$ cat src/rtl/dyn_decode_queue.sv
// Dynamic decode check with a DEPTH-entry output queue between the static decoder and rename/dispatch.
// Latency: an instruction accepted at cycle N is visible on di_o at N+1 at the earliest.
// Backpressure: si_i_ready = (count < DEPTH) from the registered count; there is no same-cycle pop bypass.
//
// Ports:
//   clk, rst          clock, asynchronous active-high reset
//   flush_i           drops every queued entry; suppresses any same-cycle push and pop
//   si_i/_valid/_ready static-decoded instruction input handshake
//   fs_i, priv_lvl_i, frm_i, tvm_i, tw_i, tsr_i, debug_mode_i   CSR state, sampled at the push cycle
//   di_o, di_o_cause, di_o_ready   queue head (si, id, fault, valid) with its fault cause
// Optional feature macro: DYN_DEC_FRM_CHECK_EN (rounding-mode fault, cause 5, for FPU ops).

package RV;
  typedef enum logic [1:0] {Off = 2'd0, Initial = 2'd1, Clean = 2'd2, Dirty = 2'd3} xs_t;
  typedef enum logic [1:0] {PRIV_LVL_U = 2'd0, PRIV_LVL_S = 2'd1, PRIV_LVL_M = 2'd3} priv_lvl_t;
endpackage

package C;
  typedef enum logic [2:0] {FU_NONE, FU_ALU, FU_BRANCH, FU_LSU, FU_FPU, FU_CSR} fu_t;
  typedef enum logic [3:0] {
    OP_ADD, OP_MRET, OP_SRET, OP_DRET, OP_WFI, OP_FENCE_VMA, OP_FADD, OP_CSRRW
  } op_t;
  typedef struct packed {
    logic [31:0] pc;
    fu_t         fu;
    op_t         op;
    logic [2:0]  rm;
  } si_t;
  typedef struct packed {
    si_t         si;
    logic [31:0] id;
    logic        fault;
    logic        valid;
  } di_t;
endpackage

module dyn_decode_queue #(
  parameter int ID_W  = 20,
  parameter int DEPTH = 2
) (
  input  logic              clk,
  input  logic              rst,
  input  logic              flush_i,
  input  C::si_t            si_i,
  input  logic              si_i_valid,
  output logic              si_i_ready,
  input  RV::xs_t           fs_i,
  input  RV::priv_lvl_t     priv_lvl_i,
  input  logic [2:0]        frm_i,
  input  logic              tvm_i,
  input  logic              tw_i,
  input  logic              tsr_i,
  input  logic              debug_mode_i,
  output C::di_t            di_o,
  output logic [2:0]        di_o_cause,
  input  logic              di_o_ready
);

  localparam int PW = (DEPTH > 1) ? $clog2(DEPTH) : 1;
  localparam int CW = $clog2(DEPTH + 1);

  logic [CW-1:0]   count;
  logic [PW-1:0]   wr_ptr;
  logic [PW-1:0]   rd_ptr;
  logic [ID_W-1:0] id_ctr;

  C::si_t          q_si    [DEPTH];
  logic [ID_W-1:0] q_id    [DEPTH];
  logic [2:0]      q_cause [DEPTH];

  logic       head_vld;
  logic       push;
  logic       pop;
  logic [2:0] cause_c;

  assign head_vld   = (count != '0);
  assign si_i_ready = (count < CW'(DEPTH));
  assign push       = si_i_valid && si_i_ready && !flush_i;
  assign pop        = head_vld && di_o_ready && !flush_i;

  // Pointers wrap mod DEPTH, which need not be a power of two.
  function automatic logic [PW-1:0] ptr_inc(input logic [PW-1:0] p);
    return (p == PW'(DEPTH - 1)) ? '0 : p + PW'(1);
  endfunction

  // Fault classification; the first matching rule wins.
  always_comb begin
    cause_c = 3'd0;
    if (si_i.op == C::OP_DRET && !debug_mode_i) begin
      cause_c = 3'd3;
    end else if ((si_i.op == C::OP_MRET && priv_lvl_i != RV::PRIV_LVL_M) ||
                 ((si_i.op inside {C::OP_SRET, C::OP_WFI, C::OP_FENCE_VMA}) &&
                  priv_lvl_i == RV::PRIV_LVL_U)) begin
      cause_c = 3'd1;
    end else if (priv_lvl_i == RV::PRIV_LVL_S &&
                 ((si_i.op == C::OP_SRET && tsr_i) ||
                  (si_i.op == C::OP_WFI && tw_i) ||
                  (si_i.op == C::OP_FENCE_VMA && tvm_i))) begin
      cause_c = 3'd2;
    end else if (si_i.fu == C::FU_FPU && fs_i == RV::Off) begin
      cause_c = 3'd4;
`ifdef DYN_DEC_FRM_CHECK_EN
    end else if (si_i.fu == C::FU_FPU &&
                 ((si_i.rm inside {3'd5, 3'd6}) ||
                  (si_i.rm == 3'd7 && (frm_i inside {3'd5, 3'd6, 3'd7})))) begin
      cause_c = 3'd5;
`endif
    end
  end

`ifndef DYN_DEC_FRM_CHECK_EN
  // Rounding-mode inputs only matter when the rounding-mode check is built in.
  logic unused_frm;
  assign unused_frm = ^{frm_i, si_i.rm};
`endif

  // Control state: flush empties the queue but keeps the ID counter so IDs stay monotonic.
  always_ff @(posedge clk or posedge rst) begin
    if (rst) begin
      count  <= '0;
      wr_ptr <= '0;
      rd_ptr <= '0;
      id_ctr <= '0;
    end else if (flush_i) begin
      count  <= '0;
      wr_ptr <= '0;
      rd_ptr <= '0;
    end else begin
      if (push) begin
        wr_ptr <= ptr_inc(wr_ptr);
        id_ctr <= id_ctr + ID_W'(1);
      end
      if (pop) begin
        rd_ptr <= ptr_inc(rd_ptr);
      end
      if (push && !pop) begin
        count <= count + CW'(1);
      end else if (!push && pop) begin
        count <= count - CW'(1);
      end
    end
  end

  // Payload storage; outputs are masked when empty so stale entries never need clearing.
  always_ff @(posedge clk) begin
    if (push) begin
      q_si[wr_ptr]    <= si_i;
      q_id[wr_ptr]    <= id_ctr;
      q_cause[wr_ptr] <= cause_c;
    end
  end

  always_comb begin
    di_o       = '0;
    di_o_cause = 3'd0;
    if (head_vld) begin
      di_o.si              = q_si[rd_ptr];
      di_o.id[ID_W-1:0]    = q_id[rd_ptr];
      di_o.fault           = (q_cause[rd_ptr] != 3'd0);
      di_o.valid           = 1'b1;
      di_o_cause           = q_cause[rd_ptr];
    end
  end

endmodule

$ cat config.mk
export PLATFORM = sky130hd
export DESIGN_NAME = dyn_decode_queue
export DESIGN_NICKNAME = d
export VERILOG_FILES = /design/src/rtl/dyn_decode_queue.sv
export SDC_FILE = /design/constraint.sdc
export NUM_CORES = 1
export LEC_CHECK = 0
export CAP_MARGIN = 0
export CORE_AREA = 2 2 154 141
export CTS_CLUSTER_DIAMETER = 100
export DETAILED_ROUTE_END_ITERATION = 8
export DIE_AREA = 0 0 156 143
export PLACE_DENSITY = 0.62
export SETUP_SLACK_MARGIN = 0.4
export SLEW_MARGIN = 40
export SYNTH_ARGS = -nofsm -noshare
export SYNTH_HDL_FRONTEND = slang
export SYNTH_SLANG_ARGS = --single-unit
$ cat constraint.sdc
create_clock -name clk -period 16.7 [get_ports clk]
set_clock_uncertainty 0.1 [all_clocks]
set_input_delay 5.01 -clock clk [delete_from_list [all_inputs] [get_ports clk]]
set_output_delay 5.01 -clock clk [all_outputs]
set_load 0.05 [all_outputs]
==> results of run 1 <==
==> area by class of cell <==
type                            count  area [sq um]  share of cell area, %
Sequential cell                   154          4508                  53.85
Multi-Input combinational cell    235          1638                  19.56
Timing Repair Buffer              127          1277                  15.26
Clock buffer                       18         429.2                  5.126
Tap cell                          260         325.3                  3.886
Clock inverter                     14         171.4                  2.048
Inverter                            6         22.52                 0.2690
==> sequential cells by signal, indices dropped and copies added, names as in the netlist <==
register  cells
count         2
id_ctr       20
q_cause       6
q_id         40
q_si         84
rd_ptr        1
wr_ptr        1
==> cell usage after synthesis, drive strengths merged (2+ instances only) <==
library cell and n:
a21oi 4, buf 25, clkbuf 4, dfrtp 24
edfxtp 130, inv 6, mux2 2, mux2i 66
nand2 8, nand2b 2, nand3 8, nand4 4
nor2 77, nor2b 3, nor3 3, nor3b 2
nor4 5, or2 2, xnor2 10, xor2 11
==> cells by family after synthesis <==
family | count (synthesis) | share of synthesized area (%)
compound gates | 10 | 1.036
mux | 68 | 10.87
other cells | 1 | 0.05969
xor+xnor | 21 | 2.928
fa+ha+maj | 1 | 0.1991
buf+inv | 35 | 3.127
simple gates | 123 | 10.08
flops | 154 | 71.70
==> worst paths after layout <==
check	slack (ps)	from	end
min in group asynchronous	4860	rst	id_ctr[10]
min reg2reg	390	id_ctr[9]	q_id[1][9]
min	390	id_ctr[9]	q_id[1][9]
max reg2reg	14470	count[1]	q_si[1][22]
max	8860	rd_ptr	di_o[8]
max in group asynchronous	11220	rst	rd_ptr
==> layer usage <==
layer  GRT usage [%]  up-vias
li1                -     1728
met1           13.39     1781
met2           20.45      109
met3           3.733       23
met4           5.070        0
met5               0        -
==> report_power, final <==
part / leakage, nW / total (mW) / switching (mW) / internal [mW]
Clock: 0.287 / 0.389 / 0.153 / 0.236
Sequential: 1.53 / 0.460 / 0.0160 / 0.444
Combinational: 1.12 / 0.165 / 0.106 / 0.0594
Total: 2.94 / 1.01 / 0.275 / 0.739
==> through the flow <==
step	cell area [sq um]	total power [mW]
finish	8372	1.013
global route	8372	1.052
CTS	8369	1.026
detailed placement	7769	0.6353
global placement	7745	0.6307
floorplan	6324	0.5765
==> metrics.txt, run 1 <==
ranking of synthesized cells by area edfxtp_1 (62%), mux2i_1 (11%), dfrtp_1 (9.6%), nor2_1 (4.6%), buf_4 (1.6%); non-filler cells, final 814; first-pass GRT wire length 19640 microns; setup_tns 0 ps; Inserted Diodes 0; Tot GR Track Use 11.77%; Fillers 1887; CP Cell Sequence clkbuf_8 > mux2i_1 > nor2_1 > clkdlybuf4s50_1; Die W 156 microns; Final nets 600; Max stage delay cell, worst path clkdlybuf4s50_1; Pwr Density 121.1 nW/um^2; final hold slack 390.5 ps; post-synth top area share 62.14%; Clk Latency, worst-skew pair 420 ps; Final ANT Viol Nets 0; minimum clock period 7845 ps; EDFF count, synth 130; DR WL met2 6425 microns; Final period util 46.97%; layout cells sized above 1 9.386%; Synth cell types 45; endpoints failing setup 0; utilization after layout 40.67%; hold_buf cts 0; CP peak stage delay 840 ps; Max-Cap Viols 0; Core Box Area 20580 sq um; vias 3641; Yosys top cell by area edfxtp_1; CTS root buf clkbuf_16; Tightest Hold Check Type flop to flop; Final WS setup 8855 ps; placed cells 782; VDD IR-drop max 0.04845 mV; Post-CTS Setup Bufs 0; largest net degree at the start of global routing 65; Slew headroom 49.50%; io pins 138; wl on met1 5161 microns; Top FF cell, synth edfxtp_1; worst hold path depth 0; Final Wtd Congestion 0.7193; Setup Crit Path Kind flop to primary output; Area growth, synth to finish 33.26%; die height 143 microns; CTS tree built; CTS sink count 154; cells on worst reg2reg path 4; #FFs+latches synth 154; Clk pin slew, worst setup/hold paths 60 ps; H-Tree Level Count 4; Buf+Inv Stages, Crit Path 2; PortBufs 122; Async SR Flop Fraction 15.58%; Final Hold Fails 0; Syn. warnings 0; cts repair resizes 0; Slew @ Worst Pin 757.4 ps; CTS max path bufs 2; RSZ-0062 raised after global routing no; status finished, final reports clean; CP Max Fanout 64; sequential share of the synthesized area 71.70%; Avg Vias per Cell 4.473; final slew viol count 0; Top Layer Used met4; detailed placer's ending HPWL 8300 microns; Worst path depth 4; drt total wl 12590 microns; met3 WL 747 microns; row cnt 50; f_max 0.1275 GHz; Worst setup SP type flop; initial antenna violation count 0; Synth Area per Inst 15.21 sq um; most common cell after layout, fill and taps aside edfxtp_1; Place WS 9231 ps; Worst Path Required 11590 ps; Mapped Cells 413; DRT iter0 DRCs 204; Mapped Area 6282 sq um; DRC 0; WL/cell 15.47 microns; Initial Utilization 30.52%; Critical Path End Type primary output; most frequent cells in the layout edfxtp_1 (130), clkdlybuf4s50_1 (122), nor2_1 (76); die footprint 22310 sq um; remaining global-route overflow 0; CP Data Arrival Time 2730 ps; cell family with most CP delay buffers and inverters; vias in the first global route 3729; Num CTS Buffers 17; leakage power total 2.936 nW; Pre-antenna DRT Iters 4
No activity file was read; power rests on OpenSTA's default activity.
==> inputs of run 2 (changes only) <==
==> constraint.sdc (replaced) <==
create_clock -name clk -period 7.7 [get_ports clk]
set_clock_uncertainty 0.1 [all_clocks]
set_input_delay 2.31 -clock clk [delete_from_list [all_inputs] [get_ports clk]]
set_output_delay 2.31 -clock clk [all_outputs]
set_load 0.05 [all_outputs]
==> metrics.txt, run 2 (synthesized netlist as in run 1, its figures left out) <==
Clk pin slew, worst setup/hold paths 60 ps (about the same); Num CTS Buffers 17 (unchanged); Biggest register q_si; Reg area 4508 sq um (unchanged); cell family with most CP delay buffers and inverters; Worst path depth 5 (+1); largest net degree at the start of global routing 61 (-6.2%); Inserted Diodes 0 (unchanged); Final nets 601 (+0.17%); RSZ-0062 raised after global routing no; most frequent cells in the layout edfxtp_1 (130), clkdlybuf4s50_1 (122), nor2_1 (76); Final WS setup 2421 ps (-6435 ps); Final Hold Fails 0 (unchanged); worst hold path depth 0 (unchanged); Worst setup SP type flop; Post-CTS Setup Bufs 0 (unchanged); Buf+Inv Stages, Crit Path 3 (+1); Worst Hold Path EP q_id[0][9]; Max stage delay cell, worst path clkdlybuf4s50_1; drt total wl 12420 microns (-1.4%); row cnt 50 (unchanged); Avg Vias per Cell 4.440 (-0.73%); max reg flops 84 (unchanged); CTS sink count 154 (unchanged); CP Max Fanout 29 (-55%); CP Data Arrival Time 2870 ps (+140 ps); leakage power total 2.924 nW (-0.41%); setup_tns 0 ps (unchanged); DRC 0 (unchanged); WL/cell 15.24 microns (-1.5%); most common cell after layout, fill and taps aside edfxtp_1; cts repair resizes 0 (unchanged); R2R Setup Slk 5450 ps (-9020 ps); Clk Latency, worst-skew pair 420 ps (about the same); hold path startpoint id_ctr[9]; Place WS 2679 ps (-6553 ps); final slew viol count 0 (unchanged); Die W 156 microns (unchanged); Max-Cap Viols 0 (unchanged); minimum clock period 5279 ps; Initial Utilization 30.52% (unchanged); initial antenna violation count 0 (unchanged); f_max 0.1894 GHz; Final Wtd Congestion 0.8163 (+13%); layout cells sized above 1 9.730% (+0.34 points); io pins 138 (unchanged); Final period util 68.56%; CTS max path bufs 2 (unchanged); DRT iter0 DRCs 202 (-0.98%); worst r2r dst q_si[1][29]; Slew @ Worst Pin 677.9 ps (-79.53 ps); die height 143 microns (unchanged); vias 3619 (-0.60%); Area growth, synth to finish 33.28% (about the same); H-Tree Level Count 4 (unchanged); status finished, final reports clean; Setup Crit Path Kind flop to primary output; Final ANT Viol Nets 0 (unchanged); first-pass GRT wire length 19580 microns (-0.35%); Multi-input gate area 1644 sq um (+0.38%); VDD IR-drop max 0.08953 mV (+85%); CTS root buf clkbuf_16; remaining global-route overflow 0 (unchanged); PortBufs 122 (unchanged); Tightest Hold Check Type flop to flop; RR Startpoint count[1]; Slew headroom 54.81% (+5.3 points); endpoints failing setup 0 (unchanged); Critical Path End Type primary output; hold_buf cts 0 (unchanged); detailed placer's ending HPWL 8077 microns (-2.7%); Pre-antenna DRT Iters 4 (unchanged); die footprint 22310 sq um (unchanged); CP peak stage delay 820 ps (-20 ps); CTS tree built; cells on worst reg2reg path 4 (unchanged); Worst Path Required 5290 ps (-6300 ps); Pwr Density 257.8 nW/um^2 (+110%); Fillers 1900 (+0.69%); Core Box Area 20580 sq um (unchanged); top flop regs q_si (84), q_id (40), id_ctr (20); CP Cell Sequence buf_12 > buf_4 > mux2i_1 > nor2_1 > clkdlybuf4s50_1; vias in the first global route 3829 (+2.7%); Tot GR Track Use 11.58% (-0.19 points)
==> run 2: cell types whose count changed in the layout (fill, tap and decap cells not counted), sizes merged <==
| cell | change |
|---|---|
| clkinvlp | +3 |
| bufinv | -2 |
| inv | -1 |
| buf | +2 |
| clkinv | -2 |
| clkbuf | +1 |
==> run 2: per-layer routing <==
| layer | GRT usage [%] | share of wire (%) |
|---|---|---|
| met2 | 20.35 | 51 |
| met1 | 13.12 | 42 |
| met5 | 0 | 0 |
| met4 | 4.829 | 1.8 |
| met3 | 3.551 | 5.3 |
==> run 2: report_power, final <==
part	total, mW	leakage, nW	switching [mW]	internal (mW)
combinational	0.354	1.13	0.224	0.129
clock	0.804	0.267	0.331	0.472
sequential	1.00	1.53	0.0396	0.962
total	2.16	2.92	0.595	1.56
==> run 2: worst max path at each step <==
stage                     slack, ps       endpoint       start
final                          2420       di_o[41]      rd_ptr
after global routing           2260       di_o[34]      rd_ptr
after CTS                      2220       di_o[34]      rd_ptr
after detailed placement       2680       di_o[34]      rd_ptr
after global placement         2700       di_o[34]      rd_ptr
after floorplan                2220  q_cause[0][0]  si_i_valid
==> run 2: cell type report <==
| class | count | area share (%) |
|---|---|---|
| Clock buffer | 20 | 5.574 |
| Tap cell | 260 | 3.885 |
| Timing Repair Buffer | 128 | 15.42 |
| Inverter | 6 | 0.2690 |
| Sequential cell | 154 | 53.84 |
| Clock inverter | 12 | 1.375 |
| Multi-Input combinational cell | 235 | 19.64 |
==> run 2: per-stage QoR <==
| step | cell area [sq um] | power, mW | instances | util, % | hold slack (ps) |
|---|---|---|---|---|---|
| after floorplan | 6329 | 1.249 | 424 | - | 342.1 |
| after global placement | 7751 | 1.367 | 781 | 37.66 | 375.7 |
| after detailed placement | 7771 | 1.375 | 782 | 37.76 | 381.2 |
| after CTS | 8353 | 2.189 | 814 | 40.58 | 402.5 |
| after global routing | 8373 | 2.251 | 815 | 40.68 | 416.2 |
| final | 8373 | 2.159 | 815 | 40.68 | 391.3 |
==> inputs of run 3 (changes only) <==
==> constraint.sdc (replaced) <==
create_clock -name clk -period 5.5 [get_ports clk]
set_clock_uncertainty 0.1 [all_clocks]
set_input_delay 1.65 -clock clk [delete_from_list [all_inputs] [get_ports clk]]
set_output_delay 1.65 -clock clk [all_outputs]
set_load 0.05 [all_outputs]
==> metrics.txt, run 3 (synthesized netlist as in run 1, its figures left out) <==
Num CTS Buffers 17 (unchanged); die footprint 22310 sq um (unchanged); Placed Area 7779 sq um (about the same); CP Cell Sequence buf_4 > mux2i_1 > nor2_1 > clkdlybuf4s50_1; Max-Cap Viols 0 (unchanged); non-filler cells, final 815 (unchanged); Initial Utilization 30.52% (unchanged); Critical Path End Type primary output; CTS tree built; Die W 156 microns (unchanged); Final Hold Fails 0 (unchanged); Fillers 1892 (-0.42%); Place WS 1470 ps (-1209 ps); CTS sink count 154 (unchanged); top flop regs q_si (84), q_id (40), id_ctr (20); Worst setup SP type flop; Final ANT Viol Nets 0 (unchanged); hold_buf cts 0 (unchanged); most frequent cells in the layout edfxtp_1 (130), clkdlybuf4s50_1 (122), nor2_1 (76); status finished, final reports clean; Tightest Hold Check Type flop to flop; final slew viol count 0 (unchanged); H-Tree Level Count 4 (unchanged); minimum clock period 4398 ps; io pins 138 (unchanged); Slew headroom 54.94% (+0.13 points); CP Max Fanout 33 (+14%); Final WS setup 1102 ps (-1319 ps); Avg Vias per Cell 4.396 (-0.99%); RR Startpoint count[1]; Pwr Density 372.5 nW/um^2 (+44%); vias 3583 (-0.99%); fin area 8412 sq um (+0.46%); Area growth, synth to finish 33.90%; final hold slack 394.4 ps (+3.099 ps); setup_tns 0 ps (unchanged); layout cells sized above 1 9.369% (-0.36 points); CTS root buf clkbuf_16; Clk Latency, worst-skew pair 410 ps (about the same); drt total wl 12480 microns (+0.47%); Final period util 79.97%; vias in the first global route 3742 (-2.3%); VDD IR-drop max 0.1576 mV (+76%); initial antenna violation count 0 (unchanged); Core Box Area 20580 sq um (unchanged); CP Data Arrival Time 2650 ps (-220 ps); largest net degree at the start of global routing 61 (unchanged); Post-CTS Setup Bufs 0 (unchanged); PortBufs 122 (unchanged); CTS max path bufs 2 (unchanged); max reg flops 84 (unchanged); Setup Crit Path Kind flop to primary output; first-pass GRT wire length 19420 microns (-0.78%); RSZ-0062 raised after global routing no; crit path launch rd_ptr; endpoints failing setup 0 (unchanged); Clk pin slew, worst setup/hold paths 60 ps (about the same); DRC 0 (unchanged); cells on worst reg2reg path 4 (unchanged); Tot GR Track Use 11.64% (+0.057 points); leakage power total 2.953 nW (+1.0%); CP peak stage delay 830 ps (about the same); Inserted Diodes 0 (unchanged); detailed placer's ending HPWL 8225 microns (+1.8%); Max stage delay cell, worst path clkdlybuf4s50_1; crit path to di_o[8]; Final nets 601 (unchanged); row cnt 50 (unchanged); Tot Pwr 3.134 mW (+45%); most common cell after layout, fill and taps aside edfxtp_1; R2R Setup Slk 3240 ps (-2210 ps); placed cells 783 (+0.13%); Final Wtd Congestion 0.8190 (+0.33%); Pre-antenna DRT Iters 4 (unchanged); f_max 0.2274 GHz; remaining global-route overflow 0 (unchanged); WL/cell 15.31 microns (+0.47%); worst r2r dst q_si[1][24]; utilization after layout 40.87% (+0.19 points); Biggest register q_si; Slew @ Worst Pin 675.9 ps (-2.003 ps); cts repair resizes 0 (unchanged); Worst Path Required 3750 ps (-1540 ps); die height 143 microns (unchanged); DRT iter0 DRCs 158 (-22%)
[run 3: cell count changes in the layout (fill, tap and decap cells not counted)]
cell,previous run,this run
buf_12,2,1
bufinv_16,1,4
clkinv_2,1,0
inv_6,2,3
clkbuf_1,0,1
buf_4,4,5
clkinvlp_4,6,3
clkinv_1,0,1
clkbuf_8,3,1
[run 3: worst min-delay path by stage]
stage	from	endpoint	slack [ps]	cells past startpoint
after floorplan	id_ctr[9]	q_id[0][9]	340	0
after global placement	id_ctr[9]	q_id[1][9]	380	0
after detailed placement	id_ctr[19]	id_ctr[19]	380	1
after CTS	id_ctr[19]	id_ctr[19]	390	1
after global routing	id_ctr[9]	q_id[0][9]	420	0
final	id_ctr[19]	id_ctr[19]	390	1
[run 3: power breakdown]
part / leakage, nW / internal, mW / switching [mW] / total [mW]
logic: 1.13 / 0.179 / 0.318 / 0.497
clock network: 0.298 / 0.776 / 0.463 / 1.24
registers: 1.53 / 1.35 / 0.0514 / 1.40
[run 3: per-layer routing]
layer / vias to the layer above / global-route usage, % / wire length (microns)
met5: - / 0 / 0
met4: 0 / 3.766 / 86
met3: 6 / 4.158 / 607
met2: 94 / 20.21 / 6502
met1: 1745 / 13.45 / 5278
li1: 1738 / - / -
[run 3: final cells by class]
type | count | area [sq um] | area share [%]
Clock buffer | 19 | 442.9 | 5.266
Inverter | 6 | 22.52 | 0.2677
Multi-Input combinational cell | 235 | 1644 | 19.54
Tap cell | 260 | 325.3 | 3.867
Sequential cell | 154 | 4508 | 53.59
Clock inverter | 13 | 190.2 | 2.261
Timing Repair Buffer | 128 | 1279 | 15.20
[run 3: worst max-delay path: cells and delay by family, from the launching register on]
kind / cells / cell delay, ps
buffers and inverters: 2 / 1350
flip-flops: 1 / 500
multiplexers: 1 / 180
AND/OR/NAND/NOR: 1 / 190
